===== src/rtl/uart_tx_ctrl.sv =====
// uart_tx_ctrl: byte FIFO and frame launcher between the register bank and the UART transmit frontend.
// Define UART_TX_CTS_EN to add the cts_n_i flow-control input.
module uart_tx_ctrl #(
   parameter int FIFO_DEPTH = 8,
   localparam int LVL_W = $clog2(FIFO_DEPTH) + 1
) (
   input  logic             clk_i,
   input  logic             rst_i,
`ifdef UART_TX_CTS_EN
   input  logic             cts_n_i,
`endif
   input  logic             wr_i,
   input  logic [7:0]       wr_data_i,
   input  logic             flush_i,
   input  logic             enable_i,
   input  logic             ovf_clr_i,
   input  logic             done_i,
   output logic             transmit_o,
   output logic [7:0]       dr_o,
   output logic             busy_o,
   output logic             full_o,
   output logic             empty_o,
   output logic [LVL_W-1:0] level_o,
   output logic             overflow_o,
   output logic             txe_o
);
   localparam int IW = LVL_W - 1;
   typedef enum logic {IDLE, WAIT_DONE} state_t;
   state_t state, state_nx;
   logic [7:0] mem [FIFO_DEPTH];
   logic [LVL_W-1:0] wp, rp;
   logic permit, launch, push;
`ifdef UART_TX_CTS_EN
   logic [1:0] cts_s;
   always_ff @(posedge clk_i or posedge rst_i)
      if (rst_i) cts_s <= 2'b11;
      else cts_s <= {cts_s[0], cts_n_i};
   assign permit = !cts_s[1];
`else
   assign permit = 1'b1;
`endif
   assign level_o = wp - rp;
   assign empty_o = wp == rp;
   assign full_o  = level_o == LVL_W'(FIFO_DEPTH);
   assign busy_o  = state == WAIT_DONE;
   // A launch in WAIT_DONE only happens on done_i, so frames never overlap.
   assign launch  = enable_i && !empty_o && permit && (state == IDLE || done_i);
   assign push    = wr_i && !full_o && !flush_i;
   always_comb begin
      state_nx = state;
      state_nx = launch ? WAIT_DONE : (state == WAIT_DONE && done_i) ? IDLE : state;
   end
   always_ff @(posedge clk_i or posedge rst_i)
      if (rst_i) state <= IDLE;
      else state <= state_nx;
   always_ff @(posedge clk_i)
      if (push) mem[wp[IW-1:0]] <= wr_data_i;
   always_ff @(posedge clk_i or posedge rst_i)
      if (rst_i) begin
         wp         <= '0;
         rp         <= '0;
         dr_o       <= '0;
         transmit_o <= 1'b0;
         overflow_o <= 1'b0;
         txe_o      <= 1'b0;
      end else begin
         wp         <= flush_i ? '0 : push ? wp + LVL_W'(1) : wp;
         rp         <= flush_i ? '0 : launch ? rp + LVL_W'(1) : rp;
         dr_o       <= launch ? mem[rp[IW-1:0]] : dr_o;
         transmit_o <= launch;
         overflow_o <= (wr_i && full_o && !flush_i) || (overflow_o && !ovf_clr_i);
         txe_o      <= state == WAIT_DONE && done_i && !launch && empty_o;
      end
endmodule


===== config.mk =====
export PLATFORM = sky130hd
export DESIGN_NAME = uart_tx_ctrl
export DESIGN_NICKNAME = d
export VERILOG_FILES = /design/src/rtl/uart_tx_ctrl.sv
export SDC_FILE = /design/constraint.sdc
export NUM_CORES = 1
export LEC_CHECK = 0
export ABC_AREA = 1
export ABC_CLOCK_PERIOD_IN_PS = 6900
export BUFFER_PORTS_ARGS = -buffer_cell sky130_fd_sc_hd__buf_2
export CAP_MARGIN = 10
export CORE_MARGIN = 3
export CORE_UTILIZATION = 50
export CTS_CLUSTER_DIAMETER = 60
export CTS_CLUSTER_SIZE = 28
export DETAILED_ROUTE_END_ITERATION = 16
export PLACE_DENSITY_LB_ADDON = 0.05
export SYNTH_ARGS = -nofsm -noshare
export SYNTH_HDL_FRONTEND = slang
export SYNTH_SLANG_ARGS = --single-unit

===== constraint.sdc =====
create_clock -name clk_i -period 6.9 [get_ports clk_i]
set_input_delay 0.345 -clock clk_i [delete_from_list [all_inputs] [get_ports clk_i]]
set_output_delay 0.345 -clock clk_i [all_outputs]
set_load 0.05 [all_outputs]

**After elaboration in Yosys (flattened, before gate mapping)**

Memories as Yosys holds them, arrays and structs flattened. A register that Yosys moved wholly into a read port is not among the register bits.
Cells that the tools add are included.

- Output and inout bits: 18
- Bits in registers: 12
- Word-level logic and storage cells: 41
- Memories kept: 1
- Bits in latches: 0
- Input port bits: 15
- Bits in read-only memories: 0
- Memory bits (writable): 64

Memory list:

| memory | depth | width | read ports | clocked after Yosys merged registers in | write ports | line | source |
|---|---|---|---|---|---|---|---|
| mem | 8 | 8 | 1 | 1 | 1 | 30 | `logic [7:0] mem [FIFO_DEPTH];` |

- Magnitude comparators: 0
- Mux-type cells: 8
- Shifts and indexed selects: 0
- Equal/unequal tests: 2
- Divide/modulo/power cells: 0
- Bitwise logic cells: 1
- Add/subtract/negate cells: 3
- Reduce and logical (&&, ||, !) cells: 20
- $mul: 0

Operator list:

| cell | number |
|---|---|
| $mux 4 | 4 |
| $logic_and 1x1->1 | 10 |
| $add 4x1->4 const B | 2 |
| $reduce_bool 2->1 | 3 |
| $logic_not 1->1 | 5 |
| $eq 4x4->1 | 1 |
| $eq 4x4->1 const B | 1 |
| $mux 1 | 4 |
| $sub 4x4->4 | 1 |
| $logic_or 1x1->1 | 2 |
| $not 1->1 | 1 |

**Logic depth before layout (Yosys ltp)**

Gate-level depths: netlist of the first run.

- Depth after elaboration: 7
- Depth in mapped cells: 12
- Mapped depth without buffers: 11

**Least setup slack after synthesis of the first run**

Ideal clock, no wire load.

- Kind: flip-flop to flip-flop
- From: register wp[0]
- To: memory mem[1][0], enable pin
- Period minus slack after synthesis: 2.816 ns
- Library setup time: 0.383 ns
- Data arrival time: 2.432 ns
- Required time: 6.517 ns
- Slack: 4.084 ns
- Buffers on the path: 0
- Cell stages (with the launch flop): 11
- Cells stage by stage: dfrtp_1 inv_1 ha_1 fa_1 inv_1 nand2_1 nand2_1 nor2_2 nand3_4 nand2_2 nor3_1

- Word-level cells in the longest chain between the ends: 7

Ends and longest elaborated chain:

| item | line | source |
|---|---|---|
| from (decl) | 31 | `logic [LVL_W-1:0] wp, rp;` |
| from (signal assigned) | 67 | `wp <= flush_i ? '0 : push ? wp + LVL_W'(1) : wp;` |
| $sub 4x4->4 | 42 | `assign level_o = wp - rp;` |
| net level_o[2] | 23 | `output logic [LVL_W-1:0] level_o,` |
| $eq 4x4->1 | 44 | `assign full_o = level_o == LVL_W'(FIFO_DEPTH);` |
| $logic_not 1->1 | 48 | `assign push = wr_i && !full_o && !flush_i;` |
| $logic_and 1x1->1 (2 in a row) | 48 |  |
| $mux 1 | 57 | `if (push) mem[wp[IW-1:0]] <= wr_data_i;` |
| $mux 1 (not written as such) | 57 |  |
| to (decl) | 30 |  |

The timed path passes the listed nets, and every way through them passes these cells.

**Worst setup path in the final report of the first run**

- From: register rp[1]
- To: memory mem[1][4], enable pin

- Word-level cells in the longest chain between the ends: 7

Ends and longest elaborated chain:

| item | line | source |
|---|---|---|
| from (decl) | 31 |  |
| from (signal assigned) | 68 | `rp <= flush_i ? '0 : launch ? rp + LVL_W'(1) : rp;` |
| $sub 4x4->4 | 42 |  |
| $eq 4x4->1 | 44 |  |
| $logic_not 1->1 | 48 |  |
| $logic_and 1x1->1 (2 in a row) | 48 |  |
| $mux 1 | 57 |  |
| $mux 1 (not written as such) | 57 |  |

No other way between the ends.

==> results of run 1 <==
==> logic make-up after synthesis <==
group,after synthesis,share of synthesized area (%)
AOI/OAI and AO/OA,4,0.5728
buffers and inverters,36,5.121
adders and majority gates,6,2.224
DFF,84,65.23
xor gates and xnor gates,4,0.9433
and+or+nand+nor,207,25.91
==> synthesized netlist by cell type, drive strengths merged (2+ instances only) <==
library cell | n | area share (%)
edfxtp | 64 | 52
dfrtp | 20 | 13
nand3b | 2 | 0.51
nand2 | 126 | 14
nor2 | 10 | 1.3
a21oi | 2 | 0.27
buf | 14 | 2.9
nor3 | 3 | 0.40
xor2 | 4 | 0.94
ha | 5 | 1.7
inv | 21 | 2.1
nand3 | 66 | 9.7
==> cell type report <==
cell class                      instances  area, sq um  share of cell area (%)
Clock buffer                           10        127.6                   3.070
Clock inverter                          6        136.4                   3.280
Inverter                               22        82.58                   1.986
Multi-Input combinational cell        221         1101                   26.48
Sequential cell                        84         2422                   58.26
Tap cell                               96        120.1                   2.889
Timing Repair Buffer                   33        167.7                   4.033
==> power groups by stage <==
stage / registers, W / logic (W) / clock network [W]
global placement: 0.000642 / 0.000691 / 0
floorplan: 0.000744 / 0.000457 / 0
global route: 0.000638 / 0.000751 / 0.000488
CTS: 0.000633 / 0.000695 / 0.000459
finish: 0.000632 / 0.000688 / 0.000455
detailed placement: 0.000643 / 0.000692 / 0
==> sequential cells by signal, summed over array words and instances (netlist names) <==
register	cells
txe_o	1
transmit_o	1
overflow_o	1
mem	64
dr_o	8
busy_o	1
wp	4
rp	4
==> critical path: stages (launching register included) <==
cell                      delay (ps)
sky130_fd_sc_hd__dfrtp_1         870
sky130_fd_sc_hd__inv_2           320
sky130_fd_sc_hd__ha_1            380
sky130_fd_sc_hd__nand3_1         100
sky130_fd_sc_hd__nand3_1         140
sky130_fd_sc_hd__nand3_4         170
sky130_fd_sc_hd__nand2_2         100
sky130_fd_sc_hd__nor3_1          840
==> metrics by stage <==
stage | power [W] | cell area [sq um] | instances
CTS | 0.001786 | 4158 | 472
finish | 0.001775 | 4158 | 472
global route | 0.001877 | 4158 | 472
detailed placement | 0.001335 | 3894 | 456
floorplan | 0.001201 | 3714 | 341
global placement | 0.001333 | 3894 | 456
==> worst paths after layout <==
path | to | from | depth (start not counted)
worst min-delay path | dr_o[0] | rst_i | 2
worst max-delay path | mem[1][4] | rp[1] | 7
worst min register to register | dr_o[3] | dr_o[3] | 2
max in group asynchronous | rp[2] | rst_i | 2
min in group clk_i | rp[1] | flush_i | 2
worst max register to register | mem[1][4] | rp[1] | 7
==> layer usage <==
metal / vias to the layer above / global-route usage (%) / share of wire, %
met5: - / 0 / 0
met4: 0 / 7.178 / 1.8
met3: 13 / 4.266 / 2.8
met2: 42 / 34.00 / 51
met1: 1186 / 25.25 / 44
li1: 1205 / - / -
==> out/qor.yml, run 1 <==
layout:
  post_route_cells_drive_above_1_share_pct: 19.15
  finalCoreUtilization_pct: 59.55
  layout.cells.most_common: "sky130_fd_sc_hd__nand2_1"
  fillCellCount: 615
  final_net_count: 392
  flow.area_growth_from_synthesis_pct: 11.96
  layout.cells.most_common_list: "sky130_fd_sc_hd__nand2_1 (111), sky130_fd_sc_hd__edfxtp_1 (64), sky130_fd_sc_hd__nand3_1 (63)"
  antennaDiodeCount: 0
critical_path:
  setup.worst_path.class: "flip-flop to flip-flop"
  crit_fanout: 21
  critical_path_arrival_ps: 3270
  regToRegSetupSlack_ps: 3610
  crit_path_end_kind: "flip-flop"
  worst-endpoint-required_ps: 6880
  setup.worst_path.start_class: "flip-flop"
placed_design:
  gp_congestion: 0.8267
  pre_cts_worst_setup_slack_ps: 3658
  dp_hpwl_um: 5615
  port_buffers: 32
global_routing:
  gr-total-overflow: 0
  grtUsageTotal_pct: 19.99
  largest_net_degree_at_the_start_of_global_routing: 37
  grt_first_pass_wirelength_um: 12450
  antenna_found_initial: 0
  grt_pass1_vias: 2381
clocking:
  clock-sinks: 84
  cts_tree: "built"
  path_clk_slew_ps: 90
  clk_latency_ps: 350
  cts_max_path_buffers: 2
  cts_made_buffers: 9
  cts.repair_timing.setup_buffer_count: 0
  cts_root_buffer: "sky130_fd_sc_hd__clkbuf_8"
  h_tree_lvl_count: 3
  cts-hold-fix-buffers: 0
  cts_resized: 0
route:
  vias_per_cell: 5.182
  drtAntennaViolNets: 0
  drt_pass1_iterations: 4
  first_iter_violations: 120
  via_count: 2446
  routedWlPerCell_um: 16.84
  route.final.wire_length_um: 7949
  drc: 0
timing:
  timing_hold_violations_final: 0
  final_clock_period_utilization_by_the_worst_path_pct: 47.66
  timing.max_slew.rel_slack_pct: 27.08
  timing.hold.ws_ps: 122.8
  fmax_mhz: 304.1
  post-route-worst-setup-slack_ps: 3611
  slew_violations: 0
  unrepaired_setup_endpoints_after_global_routing: "no"
  clock_skew_ps: 9.963
  setup_tns_ps: 0
  final_period_minus_worst_setup_slack_ps: 3289
  timing_worst_slew_pin_value_ps: 1085
  final-setup-viol-count: 0
floorplanning:
  number_of_rows_created_at_floorplan: 30
  floorplan.die_area_sq_um: 8497
  die_width_um: 92.18
  design.portCount: 33
  die_height_um: 92.18
  core_area_sq_um: 6982
  start_util_pct: 53.19
pwr:
  seq_power_share_pct: 35.6
  power_leakage_nw: 1.773
  p_int_w: 0.001042
  power_density_nw_per_um2: 426.9
  worst_ir_drop_vdd_v: 0.0001988
  switching_power_of_the_nets_w: 0.0007331
  combPwrFrac_pct: 38.7
  power.clock.fraction_pct: 25.7
  power_switching_share_pct: 41.31
logic_synthesis:
  library_cells_used_by_synthesis: 27
  synth.net_count: 362
  synth_async_sr_flop_share_pct: 23.81
  synth_seq_area_share_pct: 65.23
  postSynth.topFlopCell: "sky130_fd_sc_hd__edfxtp_1"
  syn_area_per_cell_sq_um: 10.89
  synthesis.instances: 341
  ys_ff_latch: 84
  number_of_flops_mapped_to_enable_cells_by_yosys: 64
  synth_warnings: 0
  synthesis.area_sq_um: 3714
run:
  max-cap-violations: 0
status:
  status: "completed"
worst_hold_path:
  hold_path_class: "input port to asynchronous set/reset pin"
Note: power is estimated with default switching activity, not from simulation.
==> run 2: changes to the inputs <==
Settings changed: ABC_AREA 1 to 0, ABC_CLOCK_PERIOD_IN_PS 6900 to 2900.
Clock period 6.9 ns to 2.9 ns, I/O delays scaled along.
==> run 2 against run 1 <==
Net effect: global-route usage decreased by 1.5 points; utilization increased by 1.8 points; combinational power rose by 120%; synthesized cell count down 38%; sequential power rose by 140%; final area rose by 0.84%; critical path type is now flip-flop to output pin; largest cell class unchanged.
==> out/qor.yml, run 2 <==
layout:
  register_area_sq_um: 2424
  layout.cells.non_filler: 354
  flow.area_growth_from_synthesis_pct: 17.83
  largest_reg_flops: 64
  layout.cells.most_common_list: "sky130_fd_sc_hd__edfxtp_1 (64), sky130_fd_sc_hd__buf_2 (32), sky130_fd_sc_hd__dfrtp_1 (19)"
  antennaDiodeCount: 0
  layout.cells.most_common: "sky130_fd_sc_hd__edfxtp_1"
  fillCellCount: 528
  finalCoreUtilization_pct: 61.37
  post_route_cells_drive_above_1_share_pct: 34.50
  multi_input_comb_area_sq_um: 1149
  stdcell_area_sq_um: 4193
  final_net_count: 274
route:
  drc: 0
  drt_pass1_iterations: 4
  via_count: 1902
  vias_per_cell: 5.373
  route.final.wire_length_um: 6992
  first_iter_violations: 71
  routedWlPerCell_um: 19.75
  drtAntennaViolNets: 0
pwr:
  power_leakage_nw: 1.583
  power_density_nw_per_um2: 952.3
  report.power.total_w: 0.003993
  worst_ir_drop_vdd_v: 0.0004210
critical_path:
  critical_path_arrival_ps: 2540
  crit_path_end_kind: "output pin"
  crit_fanout: 10
  r2r_start: "wp[0]"
  setup.worst_path.class: "flip-flop to output pin"
  worst_reg2reg_endpoint: "mem[0][4]"
  setup.worst_path.start_class: "flip-flop"
  regToRegSetupSlack_ps: 350
  rr_worst_depth: 7
  worst-endpoint-required_ps: 2760
logic_synthesis:
  synth-adder-area-share_pct: 2.321
  number_of_flops_mapped_to_enable_cells_by_yosys: 64
  simple_gate_share_of_the_synthesized_area_pct: 8.720
  netlist_top_cells_area: "sky130_fd_sc_hd__edfxtp_1 (54%), sky130_fd_sc_hd__dfrtp_1 (14%), sky130_fd_sc_hd__mux4_2 (10%)"
  combinational_family_with_the_most_area_after_synthesis: "multiplexers"
  synth_top_cell_area_share_pct: 54.01
  post_synth_most_frequent_cells: "sky130_fd_sc_hd__edfxtp_1 (64), sky130_fd_sc_hd__dfrtp_1 (20), sky130_fd_sc_hd__mux4_2 (16)"
  postSynth.topFlopCell: "sky130_fd_sc_hd__edfxtp_1"
  synth.net_count: 232
  synth_compound_gate_area_share_pct: 3.446
  ys_ff_latch: 84
  yosysMostFrequentCell: "sky130_fd_sc_hd__edfxtp_1"
  synth_async_sr_flop_share_pct: 23.81
  synth_area_leader_cell: "sky130_fd_sc_hd__edfxtp_1"
  syn_area_per_cell_sq_um: 16.86
  library_cells_used_by_synthesis: 41
  synthesis.instances: 211
  synth_seq_area_share_pct: 68.07
  synth_warnings: 0
  synthXorXnorAreaFrac_pct: 1.195
  synthesis.area_sq_um: 3558
  post_synth_mux_area_share_pct: 13.57
clocking:
  cts_made_buffers: 9
  cts_max_path_buffers: 2
  cts_root_buffer: "sky130_fd_sc_hd__clkbuf_8"
  path_clk_slew_ps: 80
  clock-sinks: 84
  h_tree_lvl_count: 3
  clk_latency_ps: 350
  cts_tree: "built"
global_routing:
  gr-total-overflow: 0
  grt_first_pass_wirelength_um: 11340
  largest_net_degree_at_the_start_of_global_routing: 22
  antenna_found_initial: 0
  grtUsageTotal_pct: 18.52
  grt_pass1_vias: 2064
worst_hold_path:
  timing.hold.worst_path_depth: 2
  worstHoldStart: "done_i"
  min_delay_worst_endpoint: "txe_o"
  hold_path_class: "input port to flip-flop"
timing:
  timing.max_slew.rel_slack_pct: 45.86
  unrepaired_setup_endpoints_after_global_routing: "no"
  fmax_mhz: 372.5
  clock_skew_ps: 5.235
  timing_worst_slew_pin_value_ps: 811.2
  final_clock_period_utilization_by_the_worst_path_pct: 92.58
  timing.hold.ws_ps: 58.85
  timing_hold_violations_final: 0
  final_period_minus_worst_setup_slack_ps: 2685
  slew_violations: 0
  final-setup-viol-count: 0
floorplanning:
  start_util_pct: 52.09
  number_of_rows_created_at_floorplan: 30
  floorplan.die_area_sq_um: 8165
  die_height_um: 90.36
  design.portCount: 33
  die_width_um: 90.36
  core_area_sq_um: 6832
placed_design:
  postPlaceCellArea_sq_um: 3950
  dp_cells: 337
  gp_congestion: 0.8296
  dp_hpwl_um: 4827
  port_buffers: 32
run:
  max-cap-violations: 0
status:
  status: "completed"
[run 2: changes by cell type after synthesis, sizes merged, moves of 7 or more]
| cell | delta |
|---|---|
| nand3 | -62 |
| mux2i | +10 |
| o21ai | +9 |
| inv | -10 |
| nand2 | -113 |
| mux4 | +16 |
| buf | -7 |
[run 2: how the worst max path moves through the flow]
stage | startpoint | endpoint | slack (ps) | cells after the start
global route | wp[0] | full_o | 120 | 7
detailed placement | wp[0] | mem[0][3] | 340 | 7
CTS | wp[0] | full_o | 180 | 7
finish | wp[0] | full_o | 220 | 7
global placement | wp[0] | mem[0][5] | 380 | 7
floorplan | wp[0] | mem[1][0] | -190 | 8
[run 2: power breakdown]
part	internal [W]	switching, W	total, W	leakage (nW)
Sequential	0.00143	0.0000662	0.00150	0.839
Clock	0.000573	0.000391	0.000964	0.111
Combinational	0.000470	0.00106	0.00153	0.633
Total	0.00248	0.00152	0.00399	1.58
[run 2: cell families after synthesis]
kind of cell / Yosys count
compound gates: 21
xor+xnor: 4
fa+ha+maj: 6
buf+inv: 20
flops: 84
mux: 28
simple gates: 48
[run 2: critical path: stages (launching register included)]
cell                         delay (ps)
sky130_fd_sc_hd__dfrtp_2            390
sky130_fd_sc_hd__clkinvlp_4         110
sky130_fd_sc_hd__ha_4               170
sky130_fd_sc_hd__fa_2               510
sky130_fd_sc_hd__inv_1               70
sky130_fd_sc_hd__nor3_4             220
sky130_fd_sc_hd__and3_4             400
sky130_fd_sc_hd__buf_2              330
[run 2: through the flow]
step	setup TNS, ps	setup slack, ps
after floorplan	-7247	-186.6
after global placement	0	385.0
after detailed placement	0	335.4
after CTS	0	177.8
after global routing	0	118.0
final	0	215.2
[run 2: area by class of cell]
type                            count  share of cell area (%)
Inverter                           11                   1.074
Multi-Input combinational cell    107                   27.39
Clock buffer                       12                   3.223
Sequential cell                    84                   57.80
Timing Repair Buffer               40                   5.312
Tap cell                           96                   2.865
Clock inverter                      4                   2.328
[run 2: timing repair]
| action | in CTS | in global routing |
|---|---|---|
| buffers inserted | 0 | 0 |
| endpoints found under the setup margin | 0 | 0 |
| resized for setup | 0 | 0 |
| hold buffers | 1 | 0 |
| endpoints found under the hold margin | 20 | 0 |
[run 2: per-layer routing]
metal	routed length [um]	up-vias	track usage, %
met4	82	0	6.250
met1	2954	957	23.29
li1	-	890	-
met2	3689	47	31.36
met3	265	8	4.833
met5	0	-	0
==> run 3: changes to the inputs <==
Settings changed: ABC_AREA 0 to 1.
==> run 3 against run 2 <==
Net effect: register-to-register slack barely moved; first-iteration DRC count rose to 2.6 times the previous value; sequential power hardly changed; highest routed layer unchanged; routed wire length rose by 9.8%; count of clock-buffer cells in the layout fell by 2.
==> out/qor.yml, run 3 (synthesis results as in run 1) <==
timing:
  fmax_mhz: 390.0
  final_period_minus_worst_setup_slack_ps: 2564
  timing_hold_violations_final: 0
  unrepaired_setup_endpoints_after_global_routing: "no"
  timing_worst_slew_pin_value_ps: 794.4
  clock_skew_ps: 11.74
  slew_violations: 0
  timing.max_slew.rel_slack_pct: 46.98
  timing.hold.ws_ps: 79.69
  final-setup-viol-count: 0
  final_clock_period_utilization_by_the_worst_path_pct: 88.41
  setup_tns_ps: 0
route:
  route.final.wire_length_um: 7674
  vias_per_cell: 5.105
  drc: 0
  routedWlPerCell_um: 15.79
  drtAntennaViolNets: 0
  drt_pass1_iterations: 4
  via_count: 2481
  first_iter_violations: 184
critical_path:
  regToRegSetupSlack_ps: 340
  crit_path_end_kind: "flip-flop"
  critical_path_arrival_ps: 2540
  timing.critical_path.from: "wp[0]"
  setup.worst_path.class: "flip-flop to flip-flop"
  setup.worst_path.start_class: "flip-flop"
  rr_worst_depth: 8
  worst-endpoint-required_ps: 2880
  worst_reg2reg_endpoint: "mem[0][7]"
  crit_fanout: 8
  r2r_start: "wp[0]"
layout:
  register_area_sq_um: 2422
  largest_reg_flops: 64
  layout.cells.most_common: "sky130_fd_sc_hd__nand2_1"
  multi_input_comb_area_sq_um: 1101
  flow.area_growth_from_synthesis_pct: 13.34
  post_route_cells_drive_above_1_share_pct: 21.03
  layout.cells.most_common_list: "sky130_fd_sc_hd__nand2_1 (111), sky130_fd_sc_hd__edfxtp_1 (64), sky130_fd_sc_hd__nand3_1 (63)"
  antennaDiodeCount: 0
  stdcell_area_sq_um: 4209
  final_net_count: 406
  fillCellCount: 592
floorplanning:
  core_area_sq_um: 6982
  die_width_um: 92.18
  die_height_um: 92.18
  number_of_rows_created_at_floorplan: 30
  floorplan.die_area_sq_um: 8497
  start_util_pct: 53.19
  design.portCount: 33
worst_hold_path:
  hold_path_class: "input port to flip-flop"
  min_delay_worst_endpoint: "busy_o"
  timing.hold.worst_path_depth: 3
  worstHoldStart: "enable_i"
global_routing:
  gr-total-overflow: 0
  grt_pass1_vias: 2437
  grt_first_pass_wirelength_um: 12430
  largest_net_degree_at_the_start_of_global_routing: 37
  grtUsageTotal_pct: 19.77
  antenna_found_initial: 0
placed_design:
  postPlaceCellArea_sq_um: 3969
  gp_congestion: 0.7618
  dp_hpwl_um: 5156
  port_buffers: 32
run:
  max-cap-violations: 0
clocking:
  cts-hold-fix-buffers: 4
  cts.repair_timing.setup_buffer_count: 0
  h_tree_lvl_count: 3
  clock-sinks: 84
  cts_resized: 0
  cts_max_path_buffers: 2
  path_clk_slew_ps: 80
  cts_root_buffer: "sky130_fd_sc_hd__clkbuf_8"
  cts_tree: "built"
  cts_made_buffers: 9
  clk_latency_ps: 350
pwr:
  power_leakage_nw: 1.806
  worst_ir_drop_vdd_v: 0.0004951
  power_density_nw_per_um2: 946.7
  report.power.total_w: 0.003985
status:
  status: "completed"
run 3: cell types whose count changed in the layout (fill, tap and decap cells not counted), sizes merged, moves of 4 or more:
cell | previous run | this run
nand2 | 13 | 126
nand3 | 4 | 66
mux4 | 16 | 0
inv | 10 | 23
mux2i | 10 | 0
o21ai | 10 | 1
buf | 39 | 43
nor4b | 4 | 0
run 3: how the worst max path moves through the flow:
stage          cells after the start        end  slack, ps
3_3_place_gp                       8  mem[0][0]        420
4_1_cts                            8  mem[0][7]        320
3_5_place_dp                       8  mem[0][0]        350
6_report                           8  mem[0][7]        340
2_1_floorplan                     10  mem[1][0]         80
5_1_grt                           10  mem[7][0]        170
run 3: metrics by stage:
stage / worst slack [ps] / instances / utilization, %
6_report: 336.0 / 486 / 60.29
5_1_grt: 166.6 / 486 / 60.29
4_1_cts: 319.3 / 486 / 60.29
3_5_place_dp: 347.7 / 466 / 56.85
3_3_place_gp: 421.8 / 466 / 56.85
2_1_floorplan: 84.44 / 341 / -
run 3: critical path, cell delays in order (launching register included):
cell and delay (ps):
sky130_fd_sc_hd__dfrtp_1 410, sky130_fd_sc_hd__inv_1 180, sky130_fd_sc_hd__ha_1 220, sky130_fd_sc_hd__fa_1 440, sky130_fd_sc_hd__nand2_1 100, sky130_fd_sc_hd__nor2_2 60, sky130_fd_sc_hd__nand3_4 130, sky130_fd_sc_hd__nand3_2 90
sky130_fd_sc_hd__nor2_1 560
run 3: routing by layer:
metal	part of all wire, %	global-route usage, %
met1	40	25.30
met2	51	33.39
met3	7.6	3.281
met4	1.5	8.168
met5	0	0
run 3: cell type report:
class / count / share of cell area, %
sequential: 84 / 57.55
multi-input combinational: 221 / 26.16
timing repair buffer: 47 / 6.718
clock buffer: 10 / 3.032
tap: 96 / 2.854
inverter: 22 / 1.962
clock inverter: 6 / 1.724
run 3: report_power, final:
part | switching (W) | total (W) | leakage [nW] | internal (W)
clock | 0.000435 | 0.000842 | 0.0910 | 0.000407
sequential | 0.0000579 | 0.00149 | 0.841 | 0.00143
combinational | 0.00125 | 0.00165 | 0.874 | 0.000403
total | 0.00174 | 0.00398 | 1.81 | 0.00224
